## config.mk

```make
export PLATFORM = sky130hd
export DESIGN_NAME = reg_write_back
export DESIGN_NICKNAME = d
export VERILOG_FILES = /design/src/rtl/reg_write_back.sv
export SDC_FILE = /design/constraint.sdc
export NUM_CORES = 1
export LEC_CHECK = 0
export CAP_MARGIN = 20
export CELL_PAD_IN_SITES_DETAIL_PLACEMENT = 0
export CELL_PAD_IN_SITES_GLOBAL_PLACEMENT = 1
export CORE_ASPECT_RATIO = 2
export CORE_MARGIN = 5
export CORE_UTILIZATION = 46
export CTS_BUF_LIST = sky130_fd_sc_hd__clkbuf_4
export CTS_CLUSTER_DIAMETER = 200
export DETAILED_ROUTE_END_ITERATION = 10
export GPL_TIMING_DRIVEN = 1
export PLACE_DENSITY_LB_ADDON = 0.05
export SLEW_MARGIN = 20
export SYNTH_ARGS = -nofsm -noshare
export SYNTH_HDL_FRONTEND = slang
export SYNTH_SLANG_ARGS = --single-unit
```

## constraint.sdc

```tcl
create_clock -name clk -period 2.3 [get_ports clk]
set_input_delay 0.23 -clock clk [delete_from_list [all_inputs] [get_ports clk]]
set_output_delay 0.23 -clock clk [all_outputs]
set_load 0.005 [all_outputs]
```

## src/rtl/reg_write_back.sv

```systemverilog
// Writeback stage owning the register-file write port. It merges the non-stallable ALU
// stream with buffered long-latency results and publishes per-register pending state.
module reg_write_back #(
  parameter int unsigned DATA_W       = 32,
  parameter int unsigned SEL_W        = 4,
  parameter int unsigned FIFO_DEPTH   = 4,
  parameter int unsigned STARVE_LIMIT = 8
) (
  input  logic                     clk,
  input  logic                     rst_n,
  input  logic                     alu_valid,
  input  logic [SEL_W-1:0]         alu_sel,
  input  logic [DATA_W-1:0]        alu_data,
  input  logic                     ldu_valid,
  output logic                     ldu_ready,
  input  logic [SEL_W-1:0]         ldu_sel,
  input  logic [DATA_W-1:0]        ldu_data,
  output logic                     write_en,
  output logic [SEL_W-1:0]         write_sel,
  output logic [DATA_W-1:0]        write_data,
  output logic [(1<<SEL_W)-1:0]    pending_mask,
  output logic                     stall_req
);

  localparam int unsigned PTR_W = $clog2(FIFO_DEPTH);
  localparam int unsigned CNT_W = PTR_W + 1;
  localparam int unsigned STV_W = $clog2(STARVE_LIMIT + 1);

  logic [SEL_W-1:0]  fifo_sel_q  [FIFO_DEPTH];
  logic [SEL_W-1:0]  fifo_sel_d  [FIFO_DEPTH];
  logic [DATA_W-1:0] fifo_data_q [FIFO_DEPTH];
  logic [DATA_W-1:0] fifo_data_d [FIFO_DEPTH];

  logic [PTR_W-1:0]  rd_ptr_q, rd_ptr_d, wr_ptr_q, wr_ptr_d;
  logic [CNT_W-1:0]  count_q, count_d;
  logic [STV_W-1:0]  starve_q, starve_d;
  logic              stall_q, stall_d;
  logic              ready_q, ready_d;
  logic              write_en_q, write_en_d;
  logic [SEL_W-1:0]  write_sel_q, write_sel_d;
  logic [DATA_W-1:0] write_data_q, write_data_d;

  logic alu_wr, fifo_ne, pop, push;

  // An ALU write during stall is a protocol violation and is dropped.
  assign alu_wr  = alu_valid && (alu_sel != '0) && !stall_q;
  assign fifo_ne = (count_q != '0);
  assign pop     = fifo_ne && (stall_q || !alu_wr);
  assign push    = ldu_valid && ready_q && (ldu_sel != '0);

  always_comb begin
    fifo_sel_d  = fifo_sel_q;
    fifo_data_d = fifo_data_q;
    wr_ptr_d    = wr_ptr_q;
    rd_ptr_d    = rd_ptr_q;
    count_d     = count_q;
    if (push) begin
      fifo_sel_d[wr_ptr_q]  = ldu_sel;
      fifo_data_d[wr_ptr_q] = ldu_data;
      wr_ptr_d              = wr_ptr_q + PTR_W'(1);
    end
    if (pop) begin
      rd_ptr_d = rd_ptr_q + PTR_W'(1);
    end
    case ({push, pop})
      2'b10:   count_d = count_q + CNT_W'(1);
      2'b01:   count_d = count_q - CNT_W'(1);
      default: count_d = count_q;
    endcase
    ready_d = (count_d < CNT_W'(FIFO_DEPTH));
  end

  always_comb begin
    starve_d = starve_q;
    if (pop) begin
      starve_d = '0;
    end else if (fifo_ne && (starve_q != STV_W'(STARVE_LIMIT))) begin
      starve_d = starve_q + STV_W'(1);
    end
    stall_d = (starve_d == STV_W'(STARVE_LIMIT));
  end

  always_comb begin
    write_en_d   = 1'b0;
    write_sel_d  = write_sel_q;
    write_data_d = write_data_q;
    if (pop) begin
      write_en_d   = 1'b1;
      write_sel_d  = fifo_sel_q[rd_ptr_q];
      write_data_d = fifo_data_q[rd_ptr_q];
    end else if (alu_wr) begin
      write_en_d   = 1'b1;
      write_sel_d  = alu_sel;
      write_data_d = alu_data;
    end
  end

  always_comb begin
    pending_mask = '0;
    for (int unsigned i = 0; i < FIFO_DEPTH; i++) begin
      if (CNT_W'(i) < count_q) begin
        pending_mask[fifo_sel_q[rd_ptr_q + PTR_W'(i)]] = 1'b1;
      end
    end
    if (write_en_q) begin
      pending_mask[write_sel_q] = 1'b1;
    end
  end

  always_ff @(posedge clk or negedge rst_n) begin
    if (!rst_n) begin
      rd_ptr_q     <= '0;
      wr_ptr_q     <= '0;
      count_q      <= '0;
      starve_q     <= '0;
      stall_q      <= 1'b0;
      ready_q      <= 1'b0;
      write_en_q   <= 1'b0;
      write_sel_q  <= '0;
      write_data_q <= '0;
    end else begin
      rd_ptr_q     <= rd_ptr_d;
      wr_ptr_q     <= wr_ptr_d;
      count_q      <= count_d;
      starve_q     <= starve_d;
      stall_q      <= stall_d;
      ready_q      <= ready_d;
      write_en_q   <= write_en_d;
      write_sel_q  <= write_sel_d;
      write_data_q <= write_data_d;
    end
  end

  // Entry storage needs no reset: validity is tracked by count_q alone.
  always_ff @(posedge clk) begin
    fifo_sel_q  <= fifo_sel_d;
    fifo_data_q <= fifo_data_d;
  end

  assign ldu_ready  = ready_q;
  assign stall_req  = stall_q;
  assign write_en   = write_en_q;
  assign write_sel  = write_sel_q;
  assign write_data = write_data_q;

endmodule

```

; Word level (Yosys, flattened, before mapping)
; Cells that the tools add are included.
; Widths: inputs -> output; s select.
[classes]
bitwise_logic = 9
n_reduce_logical = 19
eq_ne = 4
muxes = 45
addsub = 7
magnitude_cmp = 21
[op_table]
columns = op, count
row1 = $mux 32, 5
row2 = $bwmux 128, 1
row3 = $mux 16, 5
row4 = $bmux 32 s2, 1
row5 = $demux 32 s2, 1
row6 = $or 16x16->16, 4
row7 = $mux 4, 13
row8 = $bmux 4 s2, 4
row9 = $lt 4x5->1 const B, 5
row10 = $demux 1 s4, 5
row11 = $ge 4x1->1 const B, 5
row12 = $bwmux 16, 1
row13 = $ge 3x3->1 const B, 5
row14 = $not 2->3, 5
row15 = $logic_and 1x1->1, 12
row16 = $demux 4 s2, 1
row17 = $reduce_bool 4->1, 2
row18 = $mux 1, 7
row19 = $lt 1x3->1 const A, 2
row20 = $lt 2x3->1 const A, 2
row21 = $pmux 3 s2, 1
row22 = $add 2x1->2 const B, 2
row23 = $add 2x2->2 const B, 2
row24 = $add 4x1->4 const B, 1
row25 = 12 further kinds, 13
[totals]
output_inout_bits = 55
reg_bits = 194
in_bits = 76
elab_cells = 122

; Depth between registers and ports, before layout
; Gate-level depths: netlist of the first run.
[logic_depth]
word_depth = 17
ltp_mapped = 10
ltp_nobuf = 10

; Worst setup path before layout of the first run
; Ideal clock, no wire load.
[synth_timing]
path_kind = register to register
from = register ready_q (netlist: ldu_ready)
to = register fifo_data_q[0] (netlist bit) (enable)
synth_period_minus_slack_ns = 2.062
stages_incl_launch_ff = 4
arrival_time_ns = 1.665
path_buffers = 0
required_ns = 1.903
setup_time_ns = 0.397
setup_slack_ns = 0.238
cell_sequence = dfrtp_1 -> nand2_1 -> nor2_1 -> and2_1
[synth_between]
elab_chain_cells = 2
[synth_rtl]
columns = item, line
row1 = from (decl), 38  ; logic ready_q, ready_d;
row2 = from (signal assigned), 127  ; ready_q <= ready_d;
row3 = $logic_and 1x1->1 (2 in series), 49  ; assign push = ldu_valid && ready_q && (ldu_sel != '0);
row4 = via push, 43  ; logic alu_wr, fifo_ne, pop, push;
row5 = to (signal assigned), 137  ; fifo_data_q <= fifo_data_d;
row6 = to (decl), 31  ; logic [DATA_W-1:0] fifo_data_q [FIFO_DEPTH];
; The timed path passes the listed nets, and every way through them passes these cells.
; A chain may end at the register's enable or synchronous reset.

; Worst setup path in the final report of the first run
[layout_timing]
from = register rd_ptr_q[1]
to = output port pending_mask[6]
[layout_between]
elab_chain_cells = 17
elab_cells_between_ends = 48
cone_classes = 3 x add/sub / 8 x order compare / 25 x mux / 8 x bitwise / 4 x reduce/logical
[layout_rtl]
columns = item, line
row1 = from (decl), 34  ; logic [PTR_W-1:0] rd_ptr_q, rd_ptr_d, wr_ptr_q, wr_ptr_d;
row2 = from (signal assigned), 122  ; rd_ptr_q <= rd_ptr_d;
row3 = $add 2x1->2 / $not 2->3 (equally long branches), 102  ; pending_mask[fifo_sel_q[rd_ptr_q + PTR_W'(i)]] = 1'b1;
row4 = $not 2->3 (implied by the code) / $bmux 4 s2 (equally long branches), 102
row5 = $bmux 4 s2 / $mux 4 (equally long branches), 102
row6 = $mux 4 (implied by the code), 102
row7 = "$mux 4 (implied by the code), or another cell as far along", 102
row8 = "$lt 4x5->1 (implied by the code), or another cell as far along", 102
row9 = $logic_and 1x1->1 (implied by the code) / $mux 1 (equally long branches), 102
row10 = $mux 1 (implied by the code) / $demux 1 s4 (equally long branches), 102
row11 = $demux 1 s4 / $mux 16 (equally long branches), "102, 101"
row12 = $or 16x16->16 (no source line), n/a
row13 = $mux 16, 101  ; if (CNT_W'(i) < count_q) begin
row14 = $or 16x16->16 (no source line), n/a
row15 = $mux 16, 101
row16 = $or 16x16->16 (no source line), n/a
row17 = $mux 16 (*), 101
row18 = $or 16x16->16 (no source line), n/a
row19 = $mux 16 (*), 105  ; if (write_en_q) begin
row20 = to (decl), 21  ; output logic [(1<<SEL_W)-1:0] pending_mask,
; Mark *: on every way between the ends. The rest lies on a longest branch, timed or not. The select of a mux whose other input is x is not followed.

==> impl_metrics.ini, run 1 <==
[run_status]
status = finished with violations
failed_checks = setup timing

[drt]
wl_um = 24400
vias = 6252
drcViolationCount = 0
antenna_left = 0
first_pass_iters = 4
viasPerCell = 5.54
wire_per_inst_um = 21.6
drt_iter0_drc = 286

[timing]
layout_setup_ws_ns = -0.566
setup_viol = 16
rsz0062_at_grt = true
maxSlewViolCount = 0
fmax_ghz = 0.349
hold_viol_final = 0
post-route-period-util_pct = 125
finalClockSkew_ns = 0.0310
maxSlewHeadroom_pct = 62.6
period_minus_slack_ns = 2.87
tightest_slew_ns = 0.555

[clocking]
cts_tree = done
clk_pin_slew_ns = 0.17
worstSkewPairLatency_ns = 0.57
h-tree-depth = 4
cts_made_buffers = 17
clock-sinks = 194
clockBufferDepth = 2
root_buffer = clkbuf_4

[synth]
synth_edf_count = 144
synth_top_family_by_area = multiplexers
synthXorXnorAreaFrac_pct = 0.398
synthAdderAreaFrac_pct = 1.56
async_flop_share_pct = 25.8
synth.avg_cell_area_um2 = 13.9
synth_compound_area_share_pct = 9.08
syn_inst = 634
synthDistinctLibCells = 51
yosys_warnings = 0
synthSimpleGateAreaFrac_pct = 10.6
ys_seq_area_share_pct = 63.4
synth_top_area_share_pct = 49.2
syn_area_um2 = 8790
synth_area_leaders = edfxtp_1, dfrtp_1, mux4_2
yosysTopAreaCell = edfxtp_1
synth.net_count = 721
ys_ff_latch = 194
synth_flop_cell = edfxtp_1
synth.area.mux_share_pct = 12.7

[critical_path]
cp-start-kind = flip-flop
endpoint_kind = primary output
path_max_fanout = 4
arrival_ns = 2.64
crit_type = flip-flop to primary output
critical_path_required_ns = 2.07

[die]
initial_utilization_pct = 46.7
fp.dieW_um = 108
die_h_um = 206
fp.dieArea_um2 = 22200
num_io_pins = 131
fp-row-count = 71
core-area_um2 = 18800

[placement]
port_buffers = 130
hpwl_um = 18600
dp_slack_ns = -0.531
placed_area_um2 = 11000
gp_congestion = 1.02

[power]
power.switching_mw = 5.94
power_mw = 15.3
combPwrFrac_pct = 54.7
cellPowerDensity_nw_per_um2 = 1290
pwr-share-clk_pct = 11.4
p_sw_share_pct = 38.9
p_int_mw = 9.34
power_leakage_nw = 4.39
seq_power_share_pct = 33.9
ir_drop_uv = 681

[global_routing]
grt_max_degree = 44
grt_remaining_overflow = 0
grt_pass1_vias = 6851
grt.total_usage_pct = 23.0
use_met2_pct = 45.3
grt_pass1_wl_um = 37500
grt_busiest_layer = met2
antenna_found_initial = 1
met1_usage_pct = 21.2
use_met3_pct = 3.55

[cells_and_area]
layout_commonest_cell = edfxtp_1
fin_area_um2 = 11800
fin_nets = 946
drive_above_1_share_pct = 29.9
syn_to_final_growth_pct = 34.5
final_cell_mix = edfxtp_1, clkdlybuf4s50_1, nand2_1
fillers = 1529

[flow_run]
maxCapViolCount = 0

[min_path]
hp-class = input port to async pin
## flip-flops by register name, summed over array words and instances, names as in the netlist
name,cells
rd_ptr_q,2
count_q,3
write_data,32
starve_q,4
wr_ptr_q,2
write_sel,4
fifo_data_q,128
ldu_ready,1
stall_req,1
write_en,1
fifo_sel_q,16
## per-stage QoR
step / utilization [%] / hold WS (ns) / setup TNS (ns) / instances
after floorplan: - / -0.0656 / 0 / 634
after global placement: 58.6 / 0.235 / -6.51 / 1074
after detailed placement: 58.6 / 0.246 / -6.70 / 1074
after CTS: 62.1 / 0.108 / -9.06 / 1123
after global routing: 62.8 / 0.128 / -10.21 / 1128
final: 62.8 / 0.162 / -8.31 / 1128
## worst max-delay path, cell delays in order, from the launching register on
cell	delay, ns
dfrtp_4	0.54
buf_12	0.15
buf_6	0.11
mux2_4	0.29
mux2_4	0.28
nand2b_4	0.16
nor2_4	0.16
buf_6	0.13
a221o_1	0.13
buf_2	0.12
## per-layer routing
layer  wire [um]  part of all wire [%]  up-vias
li1            -                     -     2894
met1        7550                    31     3139
met2       14500                    59      166
met3         898                   3.7       53
met4        1460                   6.0        0
met5           0                     0        -
## cell families after synthesis
family | count (synthesis)
xor gates and xnor gates | 4
buffers and inverters | 40
adders and majority gates | 11
muxes | 66
and+or+nand+nor | 207
AOI/OAI and AO/OA | 112
DFF | 194
## cells in the mapped netlist, drive strengths merged (2+ instances only)
master  instances
a211oi          3
a21oi           8
a221o          16
a311oi          2
a31oi          36
a32oi           6
and2            7
and3b           2
buf            18
clkbuf         13
dfrtp          50
edfxtp        144
ha             11
inv             9
mux2           16
mux2i          16
mux4           34
nand2          93
nand2b          2
nand3          17
nand3b          2
nor2           55
nor2b          15
nor3            4
nor3b           5
o211ai         11
o21ai          20
o21bai          2
o22ai           2
xnor2           4
## power groups by stage
stage,registers [mW],logic [mW],clock network (mW)
2_1_floorplan,5.16,4.02,0
3_3_place_gp,5.25,7.47,0
3_5_place_dp,5.31,7.57,0
4_1_cts,5.19,8.24,1.81
5_1_grt,5.29,9.01,1.97
6_report,5.19,8.36,1.74
## area by class of cell
cell class | instances | area [um2] | share of cell area, %
inverter | 9 | 33.8 | 0.286
sequential | 194 | 5580 | 47.2
multi-input combinational | 400 | 3360 | 28.4
timing repair buffer | 237 | 2240 | 18.9
tap | 255 | 319 | 2.70
clock inverter | 15 | 165 | 1.40
clock buffer | 17 | 128 | 1.08
antenna | 1 | 2.50 | 0.0212
## final timing paths
check	slack, ns	cells past startpoint	end	from
max	-0.57	9	pending_mask[6]	rd_ptr_q[1]$_DFFE_PN0N_
min reg2reg	0.55	2	write_data[20]$_DFFE_PN0P_	write_data[20]$_DFFE_PN0P_
min	0.16	3	starve_q[0]$_DFF_PN0_	rst_n
max in group asynchronous	1.64	3	rd_ptr_q[0]$_DFFE_PN0N_	rst_n
max reg2reg	0.18	10	ldu_ready$_DFF_PN0_	count_q[1]$_DFFE_PN0P_
min in group clk	0.21	3	write_data[14]$_DFFE_PN0P_	alu_data[14]
## repair_timing
item                       4_1_cts  5_1_grt
pin swaps                       23       16
setup endpoints to repair       17       42
hold endpoints to repair        50        0
setup buffers                   18        5
hold buffers                     1        0
resized for setup              143       25
(Power assumes the default switching activity.)
==> run 2: changes to the inputs <==
--- a/config.mk
+++ b/config.mk
@@ -8,7 +8,7 @@
 export CAP_MARGIN = 20
 export CELL_PAD_IN_SITES_DETAIL_PLACEMENT = 0
 export CELL_PAD_IN_SITES_GLOBAL_PLACEMENT = 1
-export CORE_ASPECT_RATIO = 2
+export CORE_ASPECT_RATIO = 1.2
 export CORE_MARGIN = 5
 export CORE_UTILIZATION = 46
 export CTS_BUF_LIST = sky130_fd_sc_hd__clkbuf_4
==> impl_metrics.ini, run 2 (synthesis gave the netlist of run 1 again) <==
[global_routing]
antenna_found_initial = 1
grt.total_usage_pct = 21.5
grt_pass1_wl_um = 36100
grt_pass1_vias = 6661
grt_remaining_overflow = 0
grt_max_degree = 39

[drt]
vias = 6192
drt_iter0_drc = 254
wire_per_inst_um = 20.1
wl_um = 22800
drcViolationCount = 0
viasPerCell = 5.46
antenna_left = 0
first_pass_iters = 6

[clocking]
root_buffer = clkbuf_4
worstSkewPairLatency_ns = 0.59
cts_made_buffers = 17
clockBufferDepth = 2
h-tree-depth = 4
clock-sinks = 194
cts_tree = done
clk_pin_slew_ns = 0.20

[timing]
hold_viol_final = 0
layout_setup_ws_ns = -0.557
period_minus_slack_ns = 2.86
finalClockSkew_ns = 0.0425
rsz0062_at_grt = true
maxSlewHeadroom_pct = 47.3
post-route-period-util_pct = 124
setup_viol = 16
fmax_ghz = 0.350
maxSlewViolCount = 0
tightest_slew_ns = 0.790
hold_slack_ns = 0.180

[cells_and_area]
syn_to_final_growth_pct = 36.0
largest-register = fifo_data_q
drive_above_1_share_pct = 31.3
fillers = 1454
fin_util_pct = 63.4
fin_cells = 1135
fin_nets = 952
layout_commonest_cell = edfxtp_1
final_cell_mix = edfxtp_1, clkdlybuf4s50_1, nand2_1
largest_reg_flops = 128

[critical_path]
path_max_fanout = 4
ff2ff_path_depth = 11
arrival_ns = 2.63
crit_family = compound AO/OA/AOI/OAI gates
worst-r2r-setup-slack_ns = 0.17
cp_num_buf_inv = 2
cpPeakStageDelay_ns = 0.57
crit_type = flip-flop to primary output
endpoint_kind = primary output
r2r_end = count_q[2]$_DFF_PN0_
crit_chain = mux4_2 > nor2b_4 > buf_6 > a32oi_1 > o21ai_1 > a221o_1 > buf_2
crit-reg2reg-launch = count_q[1]$_DFFE_PN0P_
cp-start-kind = flip-flop
slowest_stage = mux4_2
critical_path_required_ns = 2.07

[flow_run]
maxCapViolCount = 0

[placement]
dp_cells = 1082
gp_congestion = 0.887
hpwl_um = 16300
port_buffers = 130

[power]
ir_drop_uv = 598
pwr-share-clk_pct = 12.4
p_int_mw = 9.54
combPwrFrac_pct = 54.3
cellPowerDensity_nw_per_um2 = 1300
seq_power_share_pct = 33.3
power_leakage_nw = 4.46
p_sw_share_pct = 38.7
power.switching_mw = 6.02

[die]
die_h_um = 161
fp.dieW_um = 136
num_io_pins = 131
fp.dieArea_um2 = 22000
core-area_um2 = 18900
initial_utilization_pct = 46.6
fp-row-count = 55

[min_path]
min_path_cells = 3
hp-start = alu_data[17]
hold_path_end = write_data[17]$_DFFE_PN0P_
hp-class = input port to flip-flop

[run_status]
failed_checks = setup timing
status = finished with violations
## run 2: changes by cell type in the layout (fill, tap and decap cells not counted), moves of 2 or more
| cell | change |
|---|---|
| nor2b_2 | -4 |
| inv_8 | +2 |
| inv_12 | +2 |
| a21oi_1 | +3 |
| inv_6 | -2 |
| mux2_2 | +2 |
| o21ai_1 | -2 |
| a21oi_2 | -3 |
| mux2i_2 | +2 |
| buf_4 | +5 |
| nor2b_4 | +3 |
## run 2: cell type report
type / instances / area [um2] / share of cell area, %
Sequential cell: 194 / 5580 / 46.7
Multi-Input combinational cell: 400 / 3410 / 28.5
Timing Repair Buffer: 243 / 2280 / 19.1
Tap cell: 256 / 320 / 2.68
Clock inverter: 15 / 199 / 1.66
Clock buffer: 17 / 128 / 1.07
Inverter: 9 / 33.8 / 0.282
Antenna cell: 1 / 2.50 / 0.0209
## run 2: routing by layer
layer | track usage, % | vias to the layer above | part of all wire, %
li1 | - | 2906 | -
met1 | 25.8 | 3103 | 40
met2 | 38.5 | 146 | 54
met3 | 3.80 | 37 | 3.9
met4 | 7.75 | 0 | 2.7
met5 | 0 | - | 0
## run 2: tightest hold or removal path, stage by stage
cell             delay (ns)
clkdlybuf4s50_1        0.40
nor2_1                 0.10
a31oi_1                0.04
## run 2: per-stage QoR
step           setup WS [ns]  total power, mW  setup TNS (ns)  area [um2]
2_1_floorplan          0.238             9.18               0        8790
3_3_place_gp          -0.425             12.7           -5.29       11100
3_5_place_dp          -0.426             12.8           -5.94       11100
4_1_cts               -0.633             15.5           -9.38       11900
5_1_grt               -0.705             16.5          -10.41       12000
6_report              -0.557             15.6           -8.16       12000
## run 2: how the worst max path moves through the flow
stage | to | cells past startpoint | startpoint | slack (ns)
4_1_cts | pending_mask[3] | 10 | rd_ptr_q[1]$_DFFE_PN0N_ | -0.63
3_3_place_gp | pending_mask[3] | 7 | rd_ptr_q[1]$_DFFE_PN0N_ | -0.43
6_report | pending_mask[10] | 7 | rd_ptr_q[0]$_DFFE_PN0N_ | -0.56
2_1_floorplan | fifo_data_q[0]$_DFFE_PP_ | 3 | ldu_ready$_DFF_PN0_ | 0.24
5_1_grt | pending_mask[3] | 8 | rd_ptr_q[1]$_DFFE_PN0N_ | -0.71
3_5_place_dp | pending_mask[3] | 7 | rd_ptr_q[1]$_DFFE_PN0N_ | -0.43
## run 2: timing repair
item	4_1_cts	5_1_grt
endpoints found under the hold margin	26	0
resized for setup	151	25
endpoints found under the setup margin	16	18
setup buffers	26	3
pin swaps	32	14
hold buffers	1	0
## run 2: power groups by stage
stage / registers, mW / logic [mW] / clock network (mW)
after floorplan: 5.16 / 4.02 / 0
after global placement: 5.21 / 7.49 / 0
after detailed placement: 5.27 / 7.54 / 0
after CTS: 5.18 / 8.34 / 2.01
after global routing: 5.28 / 9.14 / 2.13
final: 5.18 / 8.45 / 1.93
==> RTL edit 1, RTL diff (settings of run 1) <==
`FIFO_DEPTH`: 4 -> 8.
--- a/src/rtl/reg_write_back.sv
+++ b/src/rtl/reg_write_back.sv
@@ -4,5 +4,5 @@
   parameter int unsigned DATA_W       = 32,
   parameter int unsigned SEL_W        = 4,
-  parameter int unsigned FIFO_DEPTH   = 4,
+  parameter int unsigned FIFO_DEPTH   = 8,
   parameter int unsigned STARVE_LIMIT = 8
 ) (
Behaviour: no difference found for any inputs over 4 cycles, from zero or initial values and one cycle with rst_n low; that may be too few to reach the edited logic, so the function may still have changed.
==> RTL edit 1 against run 1 <==
- via count rose by 94%
- cell count up 86%
- worst setup slack worse by 0.99 ns
- sequential power up 61%
- power increased by 130%
- synthesized area up 83%
- register-to-register slack got worse by 0.19 ns
- sequential cell count increased by 147
- the run still ends with setup timing left
- wire length up 120%
- largest cell class unchanged
- cell area is 88% higher
- synthesized cell count up 81%
==> RTL edit 1: results (changes against run 1) <==
metric,value,unit,change
Post-CTS Setup Bufs,28,,+10
Min-Delay Path Class,in2reg,,
internal reg-to-reg setup slack,-0.01,ns,-0.19 ns
Final Skew,0.0442,ns,+0.0132 ns
CTS resizes,159,,+11%
Reg2Reg Depth,11,,+1
DP HPWL,37100,um,+100%
failing checks,setup timing,,
initial antenna violation count,2,,+1
Fillers,2804,,+83%
Post-CTS Hold Buffers,11,,+10
met2 Use GR,51.3,%,+6.0 points
share of cells above drive strength 1,40.1,%,+10 points
Post-synth ARST share,15.5,%,-10 points
setup violators final,17,,+1
post-synthesis cell type count,66,,+29%
post-synthesis mux area share,14.7,%,+2.0 points
DR pass1 iterations,5,,+1
Rel. slew slack,41.3,%,-21 points
Total GRT Usage,27.2,%,+4.2 points
met3 wire length,2300,um,+160%
Lkg Pwr,8.17,nW,+86%
first-pass GRT wire length,77300,um,+110%
status,"finished, violations left",,
largest net degree at the start of global routing,59,,+34%
Worst Slack Setup Final,-1.55,ns,-0.989 ns
CP endpoint,pending_mask[8],,
Vias/cell,5.79,,+4.4%
Syn Nets,1237,,+72%
WL met1,16100,um,+110%
post-synthesis adder-cell area fraction,0.854,%,-0.71 points
drt wl/cell,25.2,um,+16%
GR Util met3,4.71,%,+1.2 points
register area share after synthesis,61.9,%,-1.5 points
H-tree levels,3,,-1
"CTS clk-pin slew, worst paths",0.08,ns,-0.09 ns
Iter 0 DRT Violations,596,,+110%
largest delay contributor family on the critical path,buffers and inverters,,
compound-gate portion of the synthesized area,9.70,%,+0.62 points
R2R Path End,write_sel[3],,
Post-synth top cells,"edfxtp_1 (288), nand2_1 (140), a21oi_1 (90), mux4_2 (90), o21ai_0 (61)",,
xor and xnor fraction of the mapped netlist area,0.536,%,+0.14 points
[RTL edit 1: how the worst min path moves through the flow]
| stage | from | to | slack [ns] | cells after the start |
|---|---|---|---|---|
| 3_5_place_dp | rst_n | write_sel[0] | 0.33 | 1 |
| 4_1_cts | alu_data[4] | write_data[4] | 0.0002 | 3 |
| 5_1_grt | alu_data[14] | write_data[14] | 0.03 | 3 |
| 6_report | alu_data[4] | write_data[4] | 0.07 | 3 |
| 2_1_floorplan | rst_n | count_q[0] | -0.07 | 0 |
| 3_3_place_gp | rst_n | write_sel[0] | 0.33 | 1 |
[RTL edit 1: worst reg2reg max path, cell delays in order, from the launching register on]
cell     delay [ns]
dfrtp_4        0.54
buf_12         0.15
buf_16         0.14
buf_6          0.12
mux4_2         0.47
buf_6          0.15
buf_6          0.11
mux2i_1        0.12
buf_4          0.16
nor2_4         0.04
a21oi_2        0.10
o21ai_1        0.07
[RTL edit 1: report_power, final]
part           total (mW)  switching [mW]  leakage (nW)  internal, mW
Combinational        22.0            11.2          4.33          10.9
Clock                4.65            2.29         0.580          2.36
Sequential           8.36           0.557          3.26          7.80
[RTL edit 1: per-stage QoR]
stage | power (mW) | worst slack (ns) | area (sq um) | std cells
after floorplan | 17.8 | -1.08 | 16300 | 1150
after global placement | 27.2 | -1.31 | 19800 | 1892
after detailed placement | 27.3 | -1.31 | 19800 | 1892
after CTS | 33.4 | -1.66 | 21500 | 2069
after global routing | 36.9 | -1.64 | 22200 | 2096
final | 35.1 | -1.55 | 22200 | 2097
[RTL edit 1: layout make-up]
class	count	area (sq um)	area share [%]
antenna	2	5.00	0.0225
sequential	341	9980	44.9
inverter	23	93.8	0.422
tap	445	557	2.51
timing repair buffer	423	4020	18.1
clock buffer	104	781	3.51
clock inverter	34	203	0.912
multi-input combinational	725	6570	29.6
==> RTL edit 2, RTL diff (flow settings as in run 1) <==
Without the edit above. `write_data_q` no longer has a reset.
--- a/src/rtl/reg_write_back.sv
+++ b/src/rtl/reg_write_back.sv
@@ -118,5 +118,4 @@
       write_en_q   <= 1'b0;
       write_sel_q  <= '0;
-      write_data_q <= '0;
     end else begin
       rd_ptr_q     <= rd_ptr_d;
@@ -128,6 +127,9 @@
       write_en_q   <= write_en_d;
       write_sel_q  <= write_sel_d;
-      write_data_q <= write_data_d;
     end
+  end
+
+  always_ff @(posedge clk) begin
+    write_data_q <= write_data_d;
   end
 
Check against the original RTL: not equivalent (a bounded check fails within 4 cycles, from zero or initial values and one cycle with rst_n low).
==> RTL edit 2 against run 1 <==
- the run still ends with setup timing left
- non-clock buffer count is 32 higher
- wire length is 0.15% lower
- global-route usage is 0.54 points lower
- power is 2.2% higher
- cell area is 4.0% higher
- worst setup slack worse by 0.062 ns
- worst hold slack better by 0.075 ns
- critical path depth is 3 lower
- sequential cell count stayed put
- die area is 2.9% higher
- count of clock-buffer cells in the layout is 2 higher
- synthesized area is 3.2% higher
- combinational power is 2% higher
- critical path type unchanged
- largest power group unchanged
==> RTL edit 2: results (changes against run 1) <==
metric,value,unit,change
FF+latch count,194,,unchanged
largest net degree at the start of global routing,34,,-23%
first-pass GRT wire length,37300,um,-0.37%
Iter 0 DRT Violations,239,,-16%
Fillers,1511,,-1.2%
failing checks,setup timing,,
DP HPWL,17700,um,-5.0%
CP peak stage delay,0.58,ns,+0.04 ns
Min-Delay Path Class,in2reg,,
Worst Slack Setup Final,-0.627,ns,-0.0615 ns
Finished Layout Cells,1099,,-2.6%
Vias/cell,5.54,,about the same
# nets final,912,,-3.6%
Non-Clock Inverter Count,12,,+3
post-synthesis cell type count,50,,-2.0%
number of synthesized flops with an enable pin,176,,+22%
status,"finished, violations left",,
initial antenna violation count,2,,+1
fraction of area in multi-input gates,27.7,%,-0.68 points
CP max-delay cell,mux4_2,,
internal reg-to-reg setup slack,0.14,ns,-0.04 ns
Syn Area/Cell,16.1,sq um,+16%
Lkg Pwr,4.46,nW,+1.7%
Total GRT Usage,22.4,%,-0.54 points
CLK BUF,19,,+2
vias in the first global route,6806,,-0.66%
DR pass1 iterations,4,,unchanged
TNS Setup,-7.50,ns,+0.801 ns
Post-synth top cells,"edfxtp_1 (176), mux4_2 (47), mux2_2 (38)",,
R2R Path End,write_data[28],,
comb_multi_in,331,,-17%
NonClk Buf Share,20.3,%,+1.4 points
post-placement cell count,1019,,-5.1%
hold path start,alu_sel[1],,
antenna cells,2,,+1
drt wl/cell,22.1,um,+2.5%
register area share after synthesis,63.2,%,-0.18 points
Slew @ Worst Pin,0.610,ns,+0.0551 ns
setup violators final,16,,unchanged
Setup WS pre-CTS,-0.334,ns,+0.197 ns
routability cong.,0.846,,-17%
Post-synth ARST share,9.28,%,-16 points
WP data arrival,2.70,ns,+0.06 ns
"CTS clk-pin slew, worst paths",0.15,ns,-0.02 ns
Clock-cell share,2.27,%,-0.21 points
Syn Nets,652,,-9.6%
"Top FF cell, synth",edfxtp_1,,
Non-clk bufs,269,,+14%
Final Skew,0.0200,ns,-0.0110 ns
top area cells in the synthesized netlist,"edfxtp_1 (58%), mux4_2 (12%), dfrtp_1 (5.0%), mux2_2 (4.7%), nor2b_1 (1.7%)",,
share of cells above drive strength 1,38.8,%,+8.9 points
Worst VDD drop,0.000769,V,+13%
fraction of area in registers,46.7,%,-0.54 points
Hold Path End,write_sel[1],,
Reg2Reg Depth,8,,-2
H-tree levels,4,,unchanged
## RTL edit 2: critical path, delay by kind of cell, from the launching register on
family	cells	cell delay [ns]
simple gates	2	0.62
flops	1	0.52
buf+inv	3	0.42
mux	1	0.58
## RTL edit 2: kinds of logic after synthesis
family	synth area share (%)
AO/OA/AOI/OAI	4.04
XOR/XNOR	0.386
adder cells (fa/ha/maj)	1.52
buffers and inverters	2.40
flip-flops	63.2
multiplexers	18.7
AND/OR/NAND/NOR	9.72
## RTL edit 2: metal layers
layer  vias up  track usage [%]  wire length (um)
li1       2781                -                 -
met1      3058             21.3              7840
met2       181             41.9             14100
met3        72             5.16               912
met4         0             13.4              1510
met5         -                0                 0
## RTL edit 2: stage by stage
stage	area (sq um)	hold slack (ns)	total power, mW
final	12300	0.236	15.6
after global placement	11300	0.528	12.4
after global routing	12300	0.169	16.5
after CTS	12100	0.177	15.4
after detailed placement	11300	0.541	12.6
after floorplan	9070	-0.0656	9.17
## RTL edit 2: report_power, final
group / internal (mW) / switching [mW]
Combinational: 4.52 / 3.97
Sequential: 4.91 / 0.446
Clock: 0.670 / 1.10
## RTL edit 2: what timing repair did
item,in CTS,in global routing
gates cloned,2,1
endpoints found under the hold margin,9,0
hold buffers,1,0
endpoints found under the setup margin,16,19
gates resized for setup,124,26
setup buffers,35,10
pin swaps,28,13
## RTL edit 2: worst max-delay path by stage
stage	end	slack (ns)	startpoint
after floorplan	ldu_ready	0.01	count_q[1]
after global placement	pending_mask[5]	-0.28	rd_ptr_q[0]
after detailed placement	count_q[2]	-0.33	ldu_sel[1]
after CTS	pending_mask[7]	-0.62	rd_ptr_q[0]
after global routing	pending_mask[7]	-0.75	rd_ptr_q[0]
final	pending_mask[7]	-0.63	rd_ptr_q[0]
